**config.mk**
```make
export PLATFORM = sky130hd
export DESIGN_NAME = startscreen_drawer
export DESIGN_NICKNAME = d
export VERILOG_FILES = /design/src/rtl/startscreen_drawer_pkg.sv /design/src/rtl/startscreen_drawer.sv
export SDC_FILE = /design/constraint.sdc
export NUM_CORES = 1
export LEC_CHECK = 0
export ABC_AREA = 1
export BUFFER_PORTS_ARGS = -buffer_cell sky130_fd_sc_hd__buf_4
export CAP_MARGIN = 10
export CORE_MARGIN = 4
export CORE_UTILIZATION = 45
export CTS_BUF_LIST = sky130_fd_sc_hd__clkbuf_4 sky130_fd_sc_hd__clkbuf_8
export CTS_CLUSTER_SIZE = 14
export DETAILED_ROUTE_END_ITERATION = 10
export PLACE_DENSITY = 0.75
export SETUP_SLACK_MARGIN = 0.4
export SLEW_MARGIN = 20
export SYNTH_ARGS = -nofsm -noshare
export SYNTH_HDL_FRONTEND = slang
export SYNTH_SLANG_ARGS = --single-unit
```
**constraint.sdc**
```tcl
create_clock -name clock -period 1.5 [get_ports clock]
set_input_delay 0.075 -clock clock [delete_from_list [all_inputs] [get_ports clock]]
set_output_delay 0.075 -clock clock [all_outputs]
set_load 0.05 [all_outputs]
```
**src/rtl/startscreen_drawer_pkg.sv**
```systemverilog
// Shared video constants: default screen geometry, colour depth, address width
// and the start-screen drawer FSM encoding.
package startscreen_drawer_pkg;

  localparam int unsigned SCREEN_W_DEF = 160;
  localparam int unsigned SCREEN_H_DEF = 120;
  localparam int unsigned COLOUR_W_DEF = 9;
  localparam int unsigned ADDR_W       = 15;
  localparam int unsigned X_W          = 8;
  localparam int unsigned Y_W          = 7;

  typedef enum logic [1:0] {
    ST_IDLE  = 2'd0,
    ST_SCAN  = 2'd1,
    ST_FLUSH = 2'd2
  } state_e;

endpackage

```
**src/rtl/startscreen_drawer.sv**
```systemverilog
// Copies a full-screen image from an external ROM to the VGA adapter, one
// pixel per clock, through a two-stage pipeline that absorbs the ROM latency.
module startscreen_drawer
  import startscreen_drawer_pkg::*;
#(
  parameter int unsigned SCREEN_W = SCREEN_W_DEF,
  parameter int unsigned SCREEN_H = SCREEN_H_DEF,
  parameter int unsigned COLOUR_W = COLOUR_W_DEF
) (
  input  logic                clock,
  input  logic                resetn,
  input  logic                start,
  output logic [ADDR_W-1:0]   rom_address,
  input  logic [COLOUR_W-1:0] rom_q,
  output logic [X_W-1:0]      vga_x,
  output logic [Y_W-1:0]      vga_y,
  output logic [COLOUR_W-1:0] vga_colour,
  output logic                vga_plot,
  output logic                busy,
  output logic                done
);

  localparam logic [X_W-1:0] X_LAST = X_W'(SCREEN_W - 1);
  localparam logic [Y_W-1:0] Y_LAST = Y_W'(SCREEN_H - 1);

  state_e              state_q, state_d;
  logic [X_W-1:0]      x_q, x_d;
  logic [Y_W-1:0]      y_q, y_d;
  logic [ADDR_W-1:0]   addr_q, addr_d;
  logic                done_q, done_d;
  logic [X_W-1:0]      s1_x_q;
  logic [Y_W-1:0]      s1_y_q;
  logic                s1_v_q;
  logic [X_W-1:0]      vx_q;
  logic [Y_W-1:0]      vy_q;
  logic [COLOUR_W-1:0] vc_q;
  logic                vp_q;

  always_comb begin
    state_d = state_q;
    x_d     = x_q;
    y_d     = y_q;
    addr_d  = addr_q;
    done_d  = 1'b0;
    case (state_q)
      ST_IDLE: begin
        x_d    = '0;
        y_d    = '0;
        addr_d = '0;
        if (start) state_d = ST_SCAN;
      end
      ST_SCAN: begin
        // Running address counter tracks y*SCREEN_W+x without a multiplier.
        addr_d = addr_q + 1'b1;
        if (x_q == X_LAST) begin
          if (y_q == Y_LAST) begin
            state_d = ST_FLUSH;
            addr_d  = addr_q;
          end else begin
            x_d = '0;
            y_d = y_q + 1'b1;
          end
        end else begin
          x_d = x_q + 1'b1;
        end
      end
      ST_FLUSH: begin
        // done is raised once the last pixel has left stage 2; the FSM
        // leaves FLUSH at the end of that done cycle.
        if (done_q) begin
          state_d = ST_IDLE;
          x_d     = '0;
          y_d     = '0;
          addr_d  = '0;
        end else if (vp_q && !s1_v_q) begin
          done_d = 1'b1;
        end
      end
      default: state_d = ST_IDLE;
    endcase
  end

  always_ff @(posedge clock or negedge resetn) begin
    if (!resetn) begin
      state_q <= ST_IDLE;
      x_q     <= '0;
      y_q     <= '0;
      addr_q  <= '0;
      done_q  <= 1'b0;
      s1_x_q  <= '0;
      s1_y_q  <= '0;
      s1_v_q  <= 1'b0;
      vx_q    <= '0;
      vy_q    <= '0;
      vc_q    <= '0;
      vp_q    <= 1'b0;
    end else begin
      state_q <= state_d;
      x_q     <= x_d;
      y_q     <= y_d;
      addr_q  <= addr_d;
      done_q  <= done_d;
      s1_x_q  <= x_q;
      s1_y_q  <= y_q;
      s1_v_q  <= (state_q == ST_SCAN);
      vp_q    <= s1_v_q;
      if (s1_v_q) begin
        vx_q <= s1_x_q;
        vy_q <= s1_y_q;
        vc_q <= rom_q;
      end
    end
  end

  assign rom_address = addr_q;
  assign vga_x       = vx_q;
  assign vga_y       = vy_q;
  assign vga_colour  = vc_q;
  assign vga_plot    = vp_q;
  assign busy        = (state_q != ST_IDLE);
  assign done        = done_q;

endmodule

```
Yosys cells after proc, flatten, opt, wreduce, memory -nomap -nowiden
Cells that the tools add are included.
Widths: inputs -> output; s select.
{"block": "word_totals", "register_bits": 74, "inputBits": 12, "out_inout_bits": 42, "wordCells": 53}
{"block": "classes", "n_addsub": 3, "eq_ne": 10, "muxes": 20, "n_reduce_logical": 8}
{"operator": "$mux 15", "count": 3}
{"operator": "$pmux 15 s3", "count": 1}
{"operator": "$mux 8", "count": 3}
{"operator": "$pmux 8 s3", "count": 1}
{"operator": "$mux 7", "count": 3}
{"operator": "$pmux 7 s3", "count": 1}
{"operator": "$add 15x1->15 const B", "count": 1}
{"operator": "$ne 2x2->1 const B", "count": 5}
{"operator": "$add 8x1->8 const B", "count": 1}
{"operator": "$eq 8x8->1 const B", "count": 1}
{"operator": "$mux 2", "count": 4}
{"operator": "$reduce_and 4->1", "count": 2}
{"operator": "$add 7x1->7 const B", "count": 1}
{"operator": "$eq 7x7->1 const B", "count": 1}
{"operator": "$pmux 2 s3", "count": 1}
{"operator": "$mux 1", "count": 3}
{"operator": "$ne 3x3->1 const B", "count": 1}
{"operator": "$reduce_and 3->1", "count": 1}
{"operator": "$reduce_bool 3->1", "count": 1}
{"operator": "$eq 2x1->1 const B", "count": 1}
{"operator": "$eq 2x2->1 const B", "count": 1}
{"operator": "$logic_not 2->1", "count": 1}
{"operator": "$reduce_bool 2->1", "count": 1}
{"operator": "$logic_and 1x1->1", "count": 1}
{"operator": "$logic_not 1->1", "count": 1}

Depth between registers and ports, before layout
Gate-level depths: netlist (run 1).
{"block": "logic_depth", "word_depth": 5, "ltp_mapped": 10, "ltp_nobuf": 9}

Least setup slack after synthesis (run 1)
No wires, ideal clock.
{"block": "synth_path", "kind": "register to register", "startpoint": "register addr_q[1] (netlist: rom_address[1])", "endpoint": "register addr_q[10] (netlist: rom_address[10])", "setup_ns": 0.118, "t_arrival_ns": 1.634, "required_ns": 1.382, "slack_ns": -0.252, "stages_incl_launch_ff": 9, "path_buffers": 0, "synth_period_minus_slack_ns": 1.752, "path_cell_list": "dfrtp_1 -> ha_1 -> nand3_1 -> nor2_2 -> nand2_1 -> nor2_1 -> nand2_1 -> nand3_1 -> nand2_1"}
{"block": "synth_between", "elab_chain_cells": 4}
{"element": "from (decl)", "line": "startscreen_drawer.sv:29", "rtl": "logic [ADDR_W-1:0] addr_q, addr_d;"}
{"element": "from (signal assigned)", "line": "startscreen_drawer.sv:101", "rtl": "addr_q <= addr_d;"}
{"element": "$add 15x1->15 *", "line": "startscreen_drawer.sv:54", "rtl": "addr_d = addr_q + 1'b1;"}
{"element": "$mux 15", "line": "startscreen_drawer.sv:56", "rtl": "if (y_q == Y_LAST) begin"}
{"element": "$mux 15 *", "line": "startscreen_drawer.sv:55", "rtl": "if (x_q == X_LAST) begin"}
{"element": "$pmux 15 s3 *", "line": "startscreen_drawer.sv:45", "rtl": "case (state_q)"}
Mark *: on every way between the ends. The rest lies on a longest branch, timed or not. The select of a mux whose other input is x is not followed.
A chain may end at the register's enable or synchronous reset.

Final worst setup path (run 1)
{"block": "layout_path", "startpoint": "register y_q[1]", "endpoint": "register x_q[0]"}
{"block": "layout_between", "elab_chain_cells": 3}
{"element": "from (decl)", "line": "startscreen_drawer.sv:28", "rtl": "logic [Y_W-1:0] y_q, y_d;"}
{"element": "from (signal assigned)", "line": "startscreen_drawer.sv:100", "rtl": "y_q <= y_d;"}
{"element": "$eq 7x7->1", "line": "startscreen_drawer.sv:56"}
{"element": "$ne 3x3->1 (no source line)"}
{"element": "$reduce_and 3->1 (no source line)"}
{"element": "to (signal assigned)", "line": "startscreen_drawer.sv:86", "rtl": "x_q <= '0;"}
{"element": "to (signal assigned)", "line": "startscreen_drawer.sv:99", "rtl": "x_q <= x_d;"}
{"element": "to (decl)", "line": "startscreen_drawer.sv:27", "rtl": "logic [X_W-1:0] x_q, x_d;"}
No other way between the ends.

==> results of run 1 <==
-- layout by cell type, fill, tap and decap left out, types with 5 or more instances in the layout --
master,n
buf_4,77
buf_6,5
clkbuf_8,9
dfrtp_1,61
dfrtp_2,13
dlygate4sd3_1,10
inv_1,15
inv_2,5
mux2_2,24
nand2_1,70
nand2_2,16
nand2_4,11
nand3_1,14
nand3_2,5
nand4_1,5
nor2_1,23
nor2_4,8
o21ai_0,6
o21ai_1,5
o21ai_2,13
xor2_1,6
-- final cells by class --
type / count / area, um2 / area share (%)
Sequential cell: 74 / 1870 / 39.3
Multi-Input combinational cell: 230 / 1600 / 33.7
Timing Repair Buffer: 97 / 840 / 17.7
Clock buffer: 10 / 131 / 2.77
Tap cell: 96 / 120 / 2.53
Clock inverter: 6 / 115 / 2.42
Inverter: 20 / 75.1 / 1.58
-- registers in the layout, indices dropped and copies added, names as in the netlist --
signal / count
vga_y: 7
s1_y_q: 7
vga_x: 8
vga_colour: 9
done: 1
rom_address: 15
s1_x_q: 8
s1_v_q: 1
y_q: 7
state_q: 2
x_q: 8
vga_plot: 1
-- power by group through the flow --
stage          clock, W  sequential [W]  combinational, W
3_5_place_dp          0         0.00278           0.00217
5_1_grt         0.00200         0.00285           0.00254
6_report        0.00188         0.00278           0.00238
2_1_floorplan         0         0.00351          0.000653
4_1_cts         0.00190         0.00275           0.00224
3_3_place_gp          0         0.00276           0.00212
-- worst min-delay path, delay by kind of cell --
family          cells  cell delay (ns)
simple gates        2             0.21
compound gates      1             0.12
buf+inv             1             0.08
-- metrics by stage --
step                setup TNS, ns  total power [W]  hold WS (ns)
floorplan                       0          0.00416        -0.221
global placement                0          0.00488        0.0241
detailed placement        -0.0589          0.00495        0.0252
CTS                             0          0.00689         0.170
global route                -3.50          0.00739         0.189
finish                     -0.855          0.00704         0.175
-- path summary, 6_finish.rpt --
kind,startpoint,to,slack [ns]
min,start,state_q[1],0.18
min reg2reg,y_q[6],s1_y_q[6],0.46
max,y_q[1],x_q[0],-0.07
max in group asynchronous,resetn,done,0.78
max reg2reg,y_q[1],x_q[0],-0.07
min in group asynchronous,resetn,y_q[1],0.19
-- cell families after synthesis --
group                      Yosys count  synth area share, %
xor gates and xnor gates             7                 1.91
and+or+nand+nor                    164                 22.0
adders and majority gates            3                 1.17
AOI/OAI and AO/OA                   32                 5.26
muxes                               24                 8.42
buffers and inverters               27                 3.55
DFF                                 74                 57.7
-- metal layers --
metal / global-route usage (%) / share of wire, % / vias up
li1: - / - / 1292
met1: 21.6 / 40 / 1318
met2: 30.1 / 51 / 103
met3: 3.49 / 6.3 / 18
met4: 6.56 / 2.3 / 0
met5: 0 / 0 / -
-- repair_timing --
action                                  4_1_cts  5_1_grt
hold endpoints to repair                     43        0
pin swaps                                    17       12
gates resized for setup                      15       64
hold buffers                                 10        0
endpoints found under the setup margin       44       37
cloned                                        0        3
buffers inserted                              4        7
==> flow_summary.toml, run 1 <==
[status]
status = "finished, violations left"
violations = "setup timing"

[synthesis]
synth_nets = 346
ys_types = 25
synth_edf_count = 0
yosys.area.top_type = "dfrtp_1"
ys_seq_area_share_pct = 57.7
ys_seq_elements = 74
synth_area_per_cell_um2 = 9.70
synthArstFlopShare_pct = 100
yosysWarningCount = 0
ys_dominant_reg_cell = "dfrtp_1"
synthTopCellsByArea = "dfrtp_1 58%, nand2_1 11%, mux2_2 8.4%"
synth_commonest_cells = "97 x nand2_1, 74 x dfrtp_1, 27 x nor2_1"
synth.cell_area_mm2 = 0.00321
synth_top_area_share_pct = 57.7
netlist_instances = 331
yosysMostFrequentCell = "nand2_1"

[power_and_ir_drop]
internal_power_w = 0.00440
powerDensity_mw_per_mm2 = 1480
p_clk_share_pct = 26.7
p_leak_nw = 2.31
vdd_ir_drop_max_v = 0.00117
seqPwrFrac_pct = 39.5
p_sw_share_pct = 37.4
switching_power_w = 0.00263
p_comb_share_pct = 33.8

[job]
cap_violations = 0

[sta]
slew_viol_final = 0
slew-limit-headroom_pct = 74.2
setup_violations = 18
fin_ws_ns = -0.0714
finalHoldViolCount = 0
fin_crit_ns = 1.57
tightestPinTransition_ns = 0.387
finClkSkew_ns = 0.00809
period_share_pct = 105
rsz0062_at_grt = "yes"
fmax_mhz = 636

[floorplanning]
dieArea_mm2 = 0.00855
die_h_um = 92.5
core_area_mm2 = 0.00687
die_width_um = 92.5
num_rows = 30
io_pins = 54
initial_core_util_pct = 46.7

[detailed_routing]
antenna_left = 0
wire_per_inst_um = 14.7
vias_per_cell = 5.12
drt-total-wl_um = 7850
dr.pass1.iters = 4
drtIter0Drc = 141
drc = 0
vias = 2731

[setup_path]
crit_family = "simple AND/OR/NAND/NOR gates"
crit_slowest_cell = "dfrtp_1"
max_stage_delay_ns = 0.40
worstPathRequired_ns = 1.78
crit_fanout = 5
worstPathBufferInverterCount = 1
path_depth = 10
reg2reg_depth = 10
crit_type = "register to register"
critPathArrivalTime_ns = 1.85
end_kind = "register"
path_cells = "ha_4 > nand2_4 > nor2_4 > nand2_2 > nor2_1 > nand2_1 > nand2_4 > clkbuf_16 > nand2_2 > o21ai_1"
crit_path_start_kind = "register"

[layout]
num_antenna_cells = 0
fin_nets = 447
fillers = 499
syn_to_final_growth_pct = 48.0
post-route-util_pct = 69.1
final_cells = 533
drive_above_1_share_pct = 48.5
design_area_mm2 = 0.00475

[cts]
clkSinkCount = 74
cts_root_buf = "clkbuf_8"
htree_num_levels = 3
cts_inserted_buffers = 9
clock_latency_ns = 0.35
clockBufferDepth = 2
cts_tree = "done"
clkTransAtPathRegs_ns = 0.08

[grt]
grt_max_degree = 38
grtUsageTotal_pct = 17.5
grt_pass1_vias = 2607
overflow = 0
grt_pass1_wl_um = 12000
antenna_found_initial = 0

[placement]
placed_area_mm2 = 0.00395
post-place-ws_ns = -0.0243
io_buffers = 53
place_congestion = 0.842
hpwlAfterDp_um = 4760
placedCellCount = 493

[worst_hold_path]
hold_path_depth = 4
min_path_type = "input port to register"
(Power assumes the default switching activity.)
==> run 2, diff against run 1 <==
- ABC_AREA: 1 -> unset
==> run 2 against run 1 <==
The run still ends with setup timing left. Largest cell class unchanged. Largest power group is now combinational cells. Sequential cell count unchanged. Synthesized cell count down 17%. Clock-buffer cell count unchanged. Design area up 8.7%.
==> flow_summary.toml, run 2 <==
[status]
status = "finished, violations left"
violations = "setup timing"

[synthesis]
synth_area_per_cell_um2 = 11.8
synth_mux_area_share_pct = 11.0
synth_edf_count = 0
synth_top_family_by_area = "compound AO/OA/AOI/OAI gates"
synthTopCellsByArea = "dfrtp_1 57%, mux2_2 8.3%, nand3_1 2.6%"
synth_fa_ha_area_share_pct = 1.16
synthArstFlopShare_pct = 100
synth.cell_area_mm2 = 0.00324
yosys.area.top_type = "dfrtp_1"
yosysMostFrequentCell = "dfrtp_1"
ys_seq_area_share_pct = 57.2
synth-compound-area-share_pct = 14.0
synth_nets = 290
ys_types = 52
yosysWarningCount = 0
ys_dominant_reg_cell = "dfrtp_1"
yosys.area_share.xor_xnor_pct = 0.271
netlist_instances = 275
yosys.area_share.simple_pct = 12.9
ys_seq_elements = 74
synth_commonest_cells = "74 x dfrtp_1, 24 x mux2_2, 20 x nand2_1"
synth_top_area_share_pct = 57.2

[grt]
overflow = 0
gr-usage-met1_pct = 27.4
grt_max_degree = 40
grt_pass1_vias = 2918
grt_pass1_wl_um = 14300
grtUsageTotal_pct = 21.3
gr-usage-met2_pct = 36.0
met3_usage_pct = 4.71
grt.busiest_layer = "met2"
antenna_found_initial = 0

[sta]
period_share_pct = 121
finClkSkew_ns = 0.00739
whs_ns = 0.0567
fin_ws_ns = -0.316
tightestPinTransition_ns = 0.388
fin_crit_ns = 1.82
setup_violations = 31
slew_viol_final = 0
finalHoldViolCount = 0
rsz0062_at_grt = "yes"
slew-limit-headroom_pct = 73.8
fmax_mhz = 551

[cts]
clkTransAtPathRegs_ns = 0.08
htree_num_levels = 3
cts_root_buf = "clkbuf_8"
clockBufferDepth = 2
cts_tree = "done"
clkSinkCount = 74
clock_latency_ns = 0.35
cts_inserted_buffers = 9

[placement]
place_congestion = 0.907
hpwlAfterDp_um = 5790
post-place-ws_ns = -0.321
io_buffers = 53

[detailed_routing]
antenna_left = 0
vias_per_cell = 5.67
dr.pass1.iters = 5
vias = 2938
drtIter0Drc = 157
drt-total-wl_um = 9290
drc = 0
wire_per_inst_um = 17.9

[layout]
drive_above_1_share_pct = 55.0
syn_to_final_growth_pct = 59.5
fin_nets = 432
num_antenna_cells = 0
final_cell_mix = "88 x buf_4, 62 x dfrtp_1, 33 x buf_6, 24 x mux2_2, 19 x nand2_1"
final_common_cell = "buf_4"
post-route-util_pct = 74.7
largest_register_ffs = 15

[setup_path]
crit_slowest_cell = "dfrtp_1"
crit_fanout = 6
crit_type = "register to register"
crit_path_start_kind = "register"
critPathArrivalTime_ns = 2.09
path_cells = "ha_2 > and4_1 > and2_4 > o41ai_4 > buf_4 > mux2i_1"
worstPathRequired_ns = 1.78
max_stage_delay_ns = 0.41
regToRegSetupSlack_ns = -0.32
r2r-start = "y_q[0]"
critPathLaunch = "y_q[0]"
reg2reg_to = "y_q[1]"
end_kind = "register"
reg2reg_depth = 6

[power_and_ir_drop]
p_leak_nw = 2.38
finalPower_w = 0.00703
powerDensity_mw_per_mm2 = 1360
vdd_ir_drop_max_v = 0.00124

[floorplanning]
dieArea_mm2 = 0.00861
num_rows = 30
core_area_mm2 = 0.00691
die_h_um = 92.8
die_width_um = 92.8
io_pins = 54
initial_core_util_pct = 46.9

[worst_hold_path]
hold_path_depth = 3
holdPathEnd = "state_q[0]"
hold_path_startpoint = "start"
min_path_type = "input port to register"

[job]
cap_violations = 0
==> run 2: critical path, delay by kind of cell (launching register included) <==
| family | cells | cell delay [ns] |
|---|---|---|
| AOI/OAI and AO/OA | 1 | 0.38 |
| adders and majority gates | 1 | 0.20 |
| buffers and inverters | 1 | 0.21 |
| DFF | 1 | 0.41 |
| muxes | 1 | 0.19 |
| and+or+nand+nor | 2 | 0.34 |
==> run 2: worst max path at each step <==
| stage | endpoint | slack (ns) |
|---|---|---|
| finish | y_q[1] | -0.32 |
| global route | y_q[1] | -0.36 |
| CTS | y_q[1] | -0.25 |
| detailed placement | y_q[1] | -0.32 |
| global placement | y_q[1] | -0.24 |
| floorplan | y_q[0] | -0.38 |
==> run 2: stage by stage <==
stage,area (um2),std cells,TNS (ns)
floorplan,3380,275,-5.35
global placement,4330,480,-4.43
detailed placement,4330,480,-5.86
CTS,4970,514,-4.24
global route,5160,518,-7.43
finish,5160,518,-5.98
==> run 2: final cells by class <==
cell class,instances,area (um2)
multi-input combinational,174,1570
fill,452,1740
inverter,13,48.8
timing repair buffer,145,1350
clock inverter,6,65.1
tap,96,120
sequential,74,1870
clock buffer,10,138
==> run 2: cell families after synthesis <==
logic type | Yosys count
compound gates | 60
xor+xnor | 1
fa+ha+maj | 3
buf+inv | 27
flops | 74
mux | 32
simple gates | 78
==> run 2: power breakdown <==
part / internal (W) / switching [W]
Combinational: 0.00128 / 0.00154
Clock: 0.000816 / 0.000770
Sequential: 0.00238 / 0.000258
Total: 0.00447 / 0.00256
==> run 2: timing repair <==
item | in CTS | in global routing
endpoints found under the hold margin | 83 | 0
endpoints found under the setup margin | 43 | 49
resized for setup | 69 | 28
buffers inserted | 8 | 4
pin swaps | 16 | 19
hold buffers | 10 | 0
==> run 2: routing by layer <==
| metal | routed length [um] | vias up | part of all wire (%) |
|---|---|---|---|
| met1 | 3980 | 1477 | 43 |
| met4 | 121 | 0 | 1.3 |
| met3 | 463 | 17 | 5.0 |
| li1 | - | 1323 | - |
| met2 | 4720 | 121 | 51 |
| met5 | 0 | - | 0 |
